`config.mk`:
```
export PLATFORM = sky130hd
export DESIGN_NAME = access_pattern_gen_flat
export DESIGN_NICKNAME = d
export VERILOG_FILES = /design/src/rtl/access_pattern_gen_if.sv /design/src/rtl/access_pattern_gen.sv /design/src/flat_wrapper.sv
export SDC_FILE = /design/constraint.sdc
export NUM_CORES = 1
export LEC_CHECK = 0
export BUFFER_PORTS_ARGS = -buffer_cell sky130_fd_sc_hd__buf_2
export CORE_MARGIN = 8
export CORE_UTILIZATION = 50
export DETAILED_ROUTE_END_ITERATION = 10
export PLACE_DENSITY = 0.76
export REMOVE_ABC_BUFFERS = 1
export SLEW_MARGIN = 20
export SYNTH_ARGS = -nofsm -noshare
export SYNTH_HDL_FRONTEND = slang
export SYNTH_SLANG_ARGS = --single-unit
```
`constraint.sdc`:
```
create_clock -name clk -period 5.6 [get_ports clk]
set_clock_uncertainty 0.1 [all_clocks]
set_input_delay 0 -clock clk [delete_from_list [all_inputs] [get_ports clk]]
set_output_delay 0 -clock clk [all_outputs]
set_load 0.01 [all_outputs]
```
`src/rtl/access_pattern_gen_if.sv`:
```
// Handshake/bus bundle between the access-pattern generator and the cache.
// master: the generator (drives addr and status); slave: the consumer side
// (drives start, mode, stall).
interface access_pattern_gen_if #(
    parameter int ADDR_WIDTH = 32
);
    logic                  start;
    logic [1:0]            mode;
    logic                  stall;
    logic [ADDR_WIDTH-1:0] addr;
    logic                  addr_valid;
    logic                  busy;
    logic                  done;
    logic [31:0]           access_count;
    logic [1:0]            phase;

    modport master (
        input  start,
        input  mode,
        input  stall,
        output addr,
        output addr_valid,
        output busy,
        output done,
        output access_count,
        output phase
    );

    modport slave (
        output start,
        output mode,
        output stall,
        input  addr,
        input  addr_valid,
        input  busy,
        input  done,
        input  access_count,
        input  phase
    );
endinterface

```
`src/rtl/access_pattern_gen.sv`:
```
// Address-trace generator feeding the sector cache. Emits one address per
// cycle in a sequential, LFSR-random or line-reuse pattern (or all three in
// order), with stall back-pressure and a one-cycle done pulse.
// Optional feature macro: ACCESS_GEN_RAND_EN -- when defined the LFSR and the
// random phase are built; when undefined the random phase has zero accesses.
module access_pattern_gen #(
    parameter int          ADDR_WIDTH     = 32,
    parameter int          SECTOR_SIZE    = 8,
    parameter int          LINE_SIZE      = 32,
    parameter logic [31:0] NUM_ACCESSES   = 32'd1000,
    parameter int          REUSE_PERIOD   = 100,
    parameter int          RAND_MASK_BITS = 16,
    parameter logic [31:0] LFSR_SEED      = 32'hACE1_0001
) (
    input  logic                  clk,
    input  logic                  rst,
    access_pattern_gen_if.master  bus
);

    localparam int SECTORS_PER_LINE = LINE_SIZE / SECTOR_SIZE;
    localparam int SECTOR_SHIFT     = $clog2(SECTOR_SIZE);

    localparam logic [31:0]           LAST_K           = NUM_ACCESSES - 32'd1;
    localparam logic [31:0]           REUSE_LAST       = 32'(REUSE_PERIOD - 1);
    localparam logic [ADDR_WIDTH-1:0] LINE_OFFSET_MASK = ADDR_WIDTH'(SECTORS_PER_LINE - 1);
    localparam logic [ADDR_WIDTH-1:0] LINE_STEP        = ADDR_WIDTH'(LINE_SIZE);

    localparam logic [1:0] PH_SEQ   = 2'd0;
    localparam logic [1:0] PH_RAND  = 2'd1;
    localparam logic [1:0] PH_REUSE = 2'd2;
    localparam logic [1:0] MODE_ALL = 2'd3;

`ifdef ACCESS_GEN_RAND_EN
    localparam bit          RAND_PRESENT = 1'b1;
    localparam logic [31:0] LFSR_TAPS    = 32'h8020_0003;
`else
    localparam bit          RAND_PRESENT = 1'b0;
`endif

    // Reject configurations the address arithmetic cannot honour.
    if (LFSR_SEED == 32'd0 || RAND_MASK_BITS < 1 || RAND_MASK_BITS > ADDR_WIDTH ||
        REUSE_PERIOD < 1 || SECTORS_PER_LINE < 1 ||
        (1 << SECTOR_SHIFT) != SECTOR_SIZE) begin : g_bad_cfg
        $error("access_pattern_gen: illegal parameter combination");
    end

    typedef enum logic [1:0] {
        IDLE   = 2'd0,
        RUN    = 2'd1,
        FINISH = 2'd2
    } state_t;

    state_t                state_reg, state_next;
    logic [1:0]            mode_reg, mode_next;
    logic [1:0]            phase_reg, phase_next;
    logic [31:0]           k_reg, k_next;
    logic [31:0]           count_reg, count_next;
    logic [31:0]           rc_reg, rc_next;
    logic [ADDR_WIDTH-1:0] base_reg, base_next;
    logic [ADDR_WIDTH-1:0] addr_reg, addr_next;
    logic                  valid_reg, valid_next;
    logic                  busy_reg, busy_next;
    logic                  done_reg, done_next;
    logic                  accept;
    logic [ADDR_WIDTH-1:0] seq_addr;
    logic [ADDR_WIDTH-1:0] reuse_addr;

`ifdef ACCESS_GEN_RAND_EN
    logic [31:0]           lfsr_reg, lfsr_next;
    logic [ADDR_WIDTH-1:0] rand_mask;
    logic [ADDR_WIDTH-1:0] rand_addr;

    // Bit-wise mask keeping only the low RAND_MASK_BITS address bits.
    for (genvar gi = 0; gi < ADDR_WIDTH; gi++) begin : g_rand_mask
        assign rand_mask[gi] = (gi < RAND_MASK_BITS);
    end

    assign rand_addr = ADDR_WIDTH'(lfsr_next) & rand_mask;

    function automatic logic [31:0] lfsr_step(input logic [31:0] v);
        return v[0] ? ((v >> 1) ^ LFSR_TAPS) : (v >> 1);
    endfunction
`endif

    // Mode 3 starts with the sequential phase; the others run just their own.
    function automatic logic [1:0] first_phase(input logic [1:0] m);
        return (m == MODE_ALL) ? PH_SEQ : m;
    endfunction

    function automatic logic phase_empty(input logic [1:0] p);
        return (NUM_ACCESSES == 32'd0) || (p == PH_RAND && !RAND_PRESENT);
    endfunction

    // In mode 3 the random phase is skipped when it is not built.
    function automatic logic [1:0] after_phase(input logic [1:0] p);
        return (p == PH_SEQ && RAND_PRESENT) ? PH_RAND : PH_REUSE;
    endfunction

    assign accept = valid_reg & ~bus.stall;

    // FSM next-state and run bookkeeping (k, count, reuse base, LFSR).
    always_comb begin
        state_next = state_reg;
        mode_next  = mode_reg;
        phase_next = phase_reg;
        k_next     = k_reg;
        count_next = count_reg;
        rc_next    = rc_reg;
        base_next  = base_reg;
        valid_next = 1'b0;
        busy_next  = 1'b0;
        done_next  = 1'b0;
`ifdef ACCESS_GEN_RAND_EN
        lfsr_next  = lfsr_reg;
`endif
        case (state_reg)
            IDLE: begin
                if (bus.start) begin
                    mode_next  = bus.mode;
                    phase_next = first_phase(bus.mode);
                    k_next     = 32'd0;
                    count_next = 32'd0;
                    rc_next    = 32'd0;
                    base_next  = '0;
`ifdef ACCESS_GEN_RAND_EN
                    lfsr_next  = LFSR_SEED;
`endif
                    busy_next  = 1'b1;
                    if (phase_empty(first_phase(bus.mode))) begin
                        state_next = FINISH;
                        done_next  = 1'b1;
                    end else begin
                        state_next = RUN;
                        valid_next = 1'b1;
                    end
                end
            end
            RUN: begin
                busy_next  = 1'b1;
                valid_next = 1'b1;
                if (accept) begin
                    count_next = count_reg + 32'd1;
                    k_next     = k_reg + 32'd1;
                    if (phase_reg == PH_REUSE) begin
                        if (rc_reg == REUSE_LAST) begin
                            rc_next   = 32'd0;
                            base_next = base_reg + LINE_STEP;
                        end else begin
                            rc_next = rc_reg + 32'd1;
                        end
                    end
`ifdef ACCESS_GEN_RAND_EN
                    if (phase_reg == PH_RAND) begin
                        lfsr_next = lfsr_step(lfsr_reg);
                    end
`endif
                    if (k_reg == LAST_K) begin
                        if (mode_reg == MODE_ALL && phase_reg != PH_REUSE) begin
                            phase_next = after_phase(phase_reg);
                            k_next     = 32'd0;
                            rc_next    = 32'd0;
                        end else begin
                            state_next = FINISH;
                            valid_next = 1'b0;
                            done_next  = 1'b1;
                        end
                    end
                end
            end
            FINISH: begin
                state_next = IDLE;
            end
            default: begin
                state_next = IDLE;
            end
        endcase
    end

    // Next address: computed from the post-update k/base/LFSR whenever a new
    // access is presented; otherwise the address register holds.
    always_comb begin
        addr_next  = addr_reg;
        seq_addr   = ADDR_WIDTH'(k_next) << SECTOR_SHIFT;
        reuse_addr = base_next + ((ADDR_WIDTH'(k_next) & LINE_OFFSET_MASK) << SECTOR_SHIFT);
        if (state_next == RUN && (state_reg != RUN || accept)) begin
            case (phase_next)
                PH_REUSE: addr_next = reuse_addr;
`ifdef ACCESS_GEN_RAND_EN
                PH_RAND:  addr_next = rand_addr;
`endif
                default:  addr_next = seq_addr;
            endcase
        end
    end

    // State and output registers; reset forces every output to idle values.
    always_ff @(posedge clk or posedge rst) begin
        if (rst) begin
            state_reg <= IDLE;
            mode_reg  <= 2'd0;
            phase_reg <= 2'd0;
            k_reg     <= 32'd0;
            count_reg <= 32'd0;
            rc_reg    <= 32'd0;
            base_reg  <= '0;
            addr_reg  <= '0;
            valid_reg <= 1'b0;
            busy_reg  <= 1'b0;
            done_reg  <= 1'b0;
        end else begin
            state_reg <= state_next;
            mode_reg  <= mode_next;
            phase_reg <= phase_next;
            k_reg     <= k_next;
            count_reg <= count_next;
            rc_reg    <= rc_next;
            base_reg  <= base_next;
            addr_reg  <= addr_next;
            valid_reg <= valid_next;
            busy_reg  <= busy_next;
            done_reg  <= done_next;
        end
    end

`ifdef ACCESS_GEN_RAND_EN
    // LFSR register, reloaded with the seed on reset and on every start.
    always_ff @(posedge clk or posedge rst) begin
        if (rst) begin
            lfsr_reg <= LFSR_SEED;
        end else begin
            lfsr_reg <= lfsr_next;
        end
    end
`endif

    assign bus.addr         = addr_reg;
    assign bus.addr_valid   = valid_reg;
    assign bus.busy         = busy_reg;
    assign bus.done         = done_reg;
    assign bus.access_count = count_reg;
    assign bus.phase        = phase_reg;

endmodule
```
`src/flat_wrapper.sv`:
```
// flat-port wrapper written by rule: the top's interface ports become plain ports
module access_pattern_gen_flat 
#(
    parameter int          ADDR_WIDTH     = 32,
    parameter int          SECTOR_SIZE    = 8,
    parameter int          LINE_SIZE      = 32,
    parameter logic [31:0] NUM_ACCESSES   = 32'd1000,
    parameter int          REUSE_PERIOD   = 100,
    parameter int          RAND_MASK_BITS = 16,
    parameter logic [31:0] LFSR_SEED      = 32'hACE1_0001
)
  (clk, rst, bus_start, bus_mode, bus_stall, bus_addr, bus_addr_valid, bus_busy, bus_done, bus_access_count, bus_phase);
  access_pattern_gen_if #(.ADDR_WIDTH(ADDR_WIDTH)) bus_i ();
  input  logic clk;
  input  logic rst;
  input wire logic [$bits(bus_i.start)-1:0] bus_start;
  input wire logic [$bits(bus_i.mode)-1:0] bus_mode;
  input wire logic [$bits(bus_i.stall)-1:0] bus_stall;
  output wire logic [$bits(bus_i.addr)-1:0] bus_addr;
  output wire logic [$bits(bus_i.addr_valid)-1:0] bus_addr_valid;
  output wire logic [$bits(bus_i.busy)-1:0] bus_busy;
  output wire logic [$bits(bus_i.done)-1:0] bus_done;
  output wire logic [$bits(bus_i.access_count)-1:0] bus_access_count;
  output wire logic [$bits(bus_i.phase)-1:0] bus_phase;
  assign bus_i.start = bus_start;
  assign bus_i.mode = bus_mode;
  assign bus_i.stall = bus_stall;
  assign bus_addr = bus_i.addr;
  assign bus_addr_valid = bus_i.addr_valid;
  assign bus_busy = bus_i.busy;
  assign bus_done = bus_i.done;
  assign bus_access_count = bus_i.access_count;
  assign bus_phase = bus_i.phase;
  access_pattern_gen #(.ADDR_WIDTH(ADDR_WIDTH), .SECTOR_SIZE(SECTOR_SIZE), .LINE_SIZE(LINE_SIZE), .NUM_ACCESSES(NUM_ACCESSES), .REUSE_PERIOD(REUSE_PERIOD), .RAND_MASK_BITS(RAND_MASK_BITS), .LFSR_SEED(LFSR_SEED)) u_core (.clk(clk), .rst(rst), .bus(bus_i));
endmodule
```
==> impl_metrics.toml, run 1 <==
[clock_network]
cts_setup_buffers = 0
insertion_delay_ns = 0.43
cts_htree_levels = 4
cts.root.buffer_cell = "clkbuf_16"
numCtsBuffers = 17
cts.clk_slew.worst_paths_ns = 0.06
cts_tree = "done"
cts_sinks = 169
cts_max_path_buffers = 2

[synthesis]
synth.most_common_cell = "dfrtp_1"
synth_commonest_cells = "169 x dfrtp_1, 157 x nand2_1, 108 x o21ai_0, 76 x nor2_1, 59 x nand3_1"
ys_top_cells_by_area = "dfrtp_1 45%, nand2_1 6.3%, o21ai_0 5.8%"
synth_top_cell_area_share_pct = 45.3
synth_mux_area_share_pct = 2.76
ys_warn_count = 0
synth_compound_area_share_pct = 14.1
yosysTopAreaCell = "dfrtp_1"
synth_xor_area_share_pct = 6.85
synthAdderAreaFrac_pct = 1.02
synth-edff-count = 0
synth.cell_area_um2 = 9340
synthArstFlopShare_pct = 100
synth_cells = 1046
synth_cell_types = 64
syn_area_per_cell_um2 = 8.93
ys_seq_area_share_pct = 45.3
synth-simple-area-share_pct = 27.3
synth-seq-cells = 169
synth-main-ff-cell = "dfrtp_1"
synth_top_family_by_area = "simple AND/OR/NAND/NOR gates"

[finish]
layout-drive-gt1-share_pct = 12.3
fin_nets = 1114
fill_cells = 1562
antennaDiodeCount = 0
syn2layout_area_growth_pct = 12.6
ff_latch_area_um2 = 4230
design_area_um2 = 10500
multiInputGateArea_um2 = 4890
fin_cells = 1346
fin_util_pct = 56.8

[global_route]
overflow = 0
grt_max_degree = 113
grt_pass1_wl_um = 39900
grt_pass1_vias = 7652
antenna_found_initial = 0
grt.total_usage_pct = 20.8

[power]
ir_drop_mv = 0.190
fin_total_pwr_mw = 3.37
powerDensity_nw_per_um2 = 321
p_leak_nw = 4.49

[setup_path]
crit_arrival_ns = 5.15
crit-reg2reg-launch = "u_core.rc_reg[0]$_DFFE_PP0P_"
crit_path_start_kind = "flop"
cp.required_ns = 5.87
reg2reg_to = "u_core.bus.addr[29]$_DFFE_PP0P_"
timing_worst_setup_path_type = "reg -> reg"
max_stage_delay_ns = 0.60
startpoint = "u_core.rc_reg[0]$_DFFE_PP0P_"
path_buf_inv = 0
crit_chain = "ha_1 -> nor4b_1 -> nand4_2 -> nor4_1 -> mux2i_1 -> nand4_1 -> nor4b_1 -> nand3_1 -> or4_1 -> nand3_1"
endpoint_kind = "flop"
cpLargestDelayFamily = "simple AND/OR/NAND/NOR gates"
r2r_setup_slack_ns = 0.72
cp_num_cells = 10
cp_max_fo = 16
cp_slowest_cell = "nand4_2"
cp-endpoint = "u_core.bus.addr[29]$_DFFE_PP0P_"
reg2reg_depth = 10

[placed_design]
gp_congestion = 0.835
dp.cells = 1312
dp.final_hpwl_um = 16800
dpl_cell_area_um2 = 9890
portBuffers = 74

[die]
fp.dieH_um = 153
die_area_um2 = 23300
rows = 50
fp.coreArea_um2 = 18500
die_w_um = 153
start_util_pct = 50.4
pin_count = 75

[timing]
slew_violations = 0
period_needed_ns = 4.88
fmax_mhz = 205
slew_headroom_pct = 37.7
setup_viol = 0
hold_viol = 0
worstMarginPinSlew_ns = 0.931
fin_setup_tns_ns = 0
rsz0062_at_grt = "false"
period_share_pct = 87.2

[detailed_routing]
wirelength_um = 24300
routed_via_density = 6.10
drcViolationCount = 0
final_antenna_net_count = 0
drt_pass1_iterations = 6
routedWlPerCell_um = 18.0
drtIter0Drc = 880
vias = 8217

[run_status]
status = "finished, final reports clean"

[hold_path]
hp-class = "in -> reg"

[job]
cap_viol_max_count = 0
-- cells in the final DEF (no fill, tap or decap), types with 28 or more instances in the layout --
master	instances
buf_2	74
dfrtp_1	169
nand2_1	157
nand3_1	59
nand4_1	31
nor2_1	74
nor4_1	28
o21ai_0	107
xnor2_1	34
xor2_1	39
-- timing repair --
item | CTS | global route
hold buffers | 4 | 0
gates resized for setup | 0 | 0
hold endpoints to repair | 121 | 0
-- worst min-delay path by stage --
stage / start / to / slack, ns / cells past startpoint
floorplan: bus_mode[1] / u_core.mode_reg[1]$_DFFE_PP0P_ / 0.005 / 2
global placement: bus_mode[1] / u_core.mode_reg[1]$_DFFE_PP0P_ / 0.16 / 3
detailed placement: bus_mode[1] / u_core.mode_reg[1]$_DFFE_PP0P_ / 0.15 / 3
CTS: bus_stall / u_core.bus.addr_valid$_DFF_PP0_ / 0.04 / 4
global route: bus_stall / u_core.bus.addr_valid$_DFF_PP0_ / 0.09 / 4
finish: bus_stall / u_core.bus.addr_valid$_DFF_PP0_ / 0.06 / 4
-- metal layers --
layer  vias up  global-route usage, %  routed length (um)
met3        68                   4.08                1260
li1       3906                      -                   -
met4         0                   9.99                 799
met2       277                   32.4               11300
met1      3966                   27.3               10900
met5         -                      0                   0
-- cell families (layout without fill, tap and decap cells) --
family / after synthesis / after routing
compound gates: 220 / 220
xor+xnor: 73 / 73
fa+ha+maj: 7 / 7
buf+inv: 62 / 128
flops: 169 / 169
mux: 25 / 25
simple gates: 490 / 490
-- through the flow --
stage               hold WS [ns]  setup slack, ns
floorplan                0.00544            -1.20
global placement           0.159             1.02
detailed placement         0.154            0.915
CTS                       0.0353            0.824
global route              0.0886            0.414
finish                    0.0572            0.716
-- cell type report --
type | instances | area share, %
multi-input combinational | 815 | 46.5
sequential | 169 | 40.2
timing repair buffer | 86 | 4.47
clock buffer | 22 | 4.32
tap | 234 | 2.78
clock inverter | 8 | 1.17
inverter | 12 | 0.500
-- worst min-delay path, cell delays in order --
cell	delay, ns
buf_2	0.11
nor2b_1	0.10
and3_1	0.18
o22ai_1	0.14
-- report_power, final --
part | internal (mW) | switching (mW) | total (mW)
combinational | 0.229 | 0.601 | 0.830
clock | 0.706 | 0.468 | 1.17
sequential | 1.29 | 0.0719 | 1.37
total | 2.23 | 1.14 | 3.37
Power figures use the tool's default switching activity.
==> run 2: changes to the inputs <==
==> constraint.sdc (replaced) <==
create_clock -name clk -period 5.6 [get_ports clk]
set_clock_uncertainty 0.1 [all_clocks]
set_input_delay 1.12 -clock clk [delete_from_list [all_inputs] [get_ports clk]]
set_output_delay 1.12 -clock clk [all_outputs]
set_load 0.01 [all_outputs]
==> run 2 against run 1 <==
Setup slack better by 0.22 ns. Cell count is 0.30% higher. Sequential cell count stayed put. Count of clock-buffer cells in the layout is 2 lower. Die area stayed put. Wire length is 2.4% lower. Core utilization is 0.19 points higher. Power is 1.4% higher. Sequential share of layout area is 0.13 points lower. Largest cell class unchanged. Largest power group unchanged.
==> impl_metrics.toml, run 2 (synthesis results as in run 1) <==
[run_status]
status = "finished, final reports clean"

[power]
powerDensity_nw_per_um2 = 324
p_leak_nw = 4.52
ir_drop_mv = 0.204

[detailed_routing]
routedWlPerCell_um = 17.5
wirelength_um = 23700
drcViolationCount = 0
vias = 8140
final_antenna_net_count = 0
routed_via_density = 6.03
drt_pass1_iterations = 5
drtIter0Drc = 641

[setup_path]
cp_slowest_cell = "or4_1"
crit_arrival_ns = 4.93
path_buf_inv = 2
timing_worst_setup_path_type = "in -> reg"
max_stage_delay_ns = 0.81
crit_chain = "buf_2 -> nand4bb_1 -> or4_1 -> nor4_1 -> mux2i_1 -> nand4_1 -> buf_4 -> nor4b_1 -> nand3_1 -> or4_1 -> nand3_1"
crit_path_start_kind = "input port"
cpLargestDelayFamily = "simple AND/OR/NAND/NOR gates"
endpoint_kind = "flop"
cp.required_ns = 5.87
cp_max_fo = 10
r2r_setup_slack_ns = 1.03

[timing]
period_needed_ns = 4.66
hold_slack_ns = 0.382
slew_headroom_pct = 27.0
final.setup.worst_slack_ns = 0.936
worstMarginPinSlew_ns = 1.09
fmax_mhz = 214
rsz0062_at_grt = "false"
setup_viol = 0
hold_viol = 0
period_share_pct = 83.3
slew_violations = 0

[finish]
antennaDiodeCount = 0
fin_nets = 1116
fill_cells = 1588
syn2layout_area_growth_pct = 13.0
layout-drive-gt1-share_pct = 13.2
layout_commonest_cell = "dfrtp_1"
layout_common_cells = "169 x dfrtp_1, 157 x nand2_1, 107 x o21ai_0, 74 x nor2_1, 74 x buf_2"

[die]
fp.coreArea_um2 = 18500
start_util_pct = 50.4
pin_count = 75
die_w_um = 153
rows = 50
die_area_um2 = 23300
fp.dieH_um = 153

[global_route]
antenna_found_initial = 0
grt_pass1_wl_um = 39800
overflow = 0
grt_pass1_vias = 7761
grt_max_degree = 104
grt.total_usage_pct = 20.6

[clock_network]
cts_htree_levels = 4
ctsResizeCount = 0
numCtsBuffers = 17
holdBufCountCts = 0
insertion_delay_ns = 0.44
cts_setup_buffers = 0
cts.clk_slew.worst_paths_ns = 0.07
cts_sinks = 169
cts_max_path_buffers = 2
cts_tree = "done"
cts.root.buffer_cell = "clkbuf_16"

[placed_design]
dp.final_hpwl_um = 16800
portBuffers = 74
gp_congestion = 0.915
pre_cts_ws_ns = 0.555

[job]
cap_viol_max_count = 0

[hold_path]
hp-class = "reg -> reg"
[run 2: changes by cell type in the layout (fill, tap and decap cells not counted), sizes merged]
cell         change
clkbuf           -2
buf              +6
clkinvlp         -1
dlygate4sd3      -4
inv              +5
[run 2: worst register-to-register path: cells and delay by family (launching register included)]
| kind | cells | cell delay (ns) |
|---|---|---|
| and+or+nand+nor | 7 | 2.57 |
| AOI/OAI and AO/OA | 4 | 0.63 |
| DFF | 1 | 0.43 |
| adders and majority gates | 1 | 0.31 |
| buffers and inverters | 1 | 0.20 |
| xor gates and xnor gates | 1 | 0.18 |
[run 2: per-layer routing]
layer	routed length (um)	global-route usage [%]
met5	0	0
met4	697	8.48
met3	1270	3.97
met2	11100	33.1
met1	10600	26.8
[run 2: power breakdown]
part | total [mW] | switching, mW | internal, mW
sequential | 1.36 | 0.0707 | 1.29
combinational | 0.829 | 0.590 | 0.239
clock | 1.22 | 0.502 | 0.721
total | 3.42 | 1.16 | 2.25
[run 2: final cells by class]
class | instances | area (um2) | area share, %
clock buffer | 20 | 447 | 4.23
clock inverter | 12 | 163 | 1.54
inverter | 12 | 50.0 | 0.474
multi-input combinational | 815 | 4890 | 46.4
sequential | 169 | 4230 | 40.1
tap | 234 | 293 | 2.78
timing repair buffer | 88 | 475 | 4.51
[run 2: stage by stage]
| step | std cells | setup TNS, ns | power [mW] | cell area, um2 | utilization [%] |
|---|---|---|---|---|---|
| floorplan | 996 | -87.89 | 1.88 | 9140 | - |
| global placement | 1318 | 0 | 2.19 | 9940 | 53.7 |
| detailed placement | 1318 | 0 | 2.21 | 9940 | 53.7 |
| CTS | 1350 | 0 | 3.43 | 10500 | 57.0 |
| global route | 1350 | 0 | 3.58 | 10600 | 57.0 |
| finish | 1350 | 0 | 3.42 | 10600 | 57.0 |
[run 2: worst paths after layout]
check                                                        to                         start  cells after the start
worst max-delay path            u_core.bus.addr[27]$_DFFE_PP0P_                     bus_stall                     11
worst min-delay path               u_core.base_reg[1]$_DFF_PP0_  u_core.base_reg[1]$_DFF_PP0_                      1
worst max register to register  u_core.bus.addr[28]$_DFFE_PP0P_    u_core.k_reg[22]$_DFF_PP0_                     14
worst min register to register     u_core.base_reg[1]$_DFF_PP0_  u_core.base_reg[1]$_DFF_PP0_                      1
max in group asynchronous         u_core.rc_reg[22]$_DFFE_PP0P_                           rst                      3
min in group asynchronous            u_core.k_reg[28]$_DFF_PP0_                           rst                      2
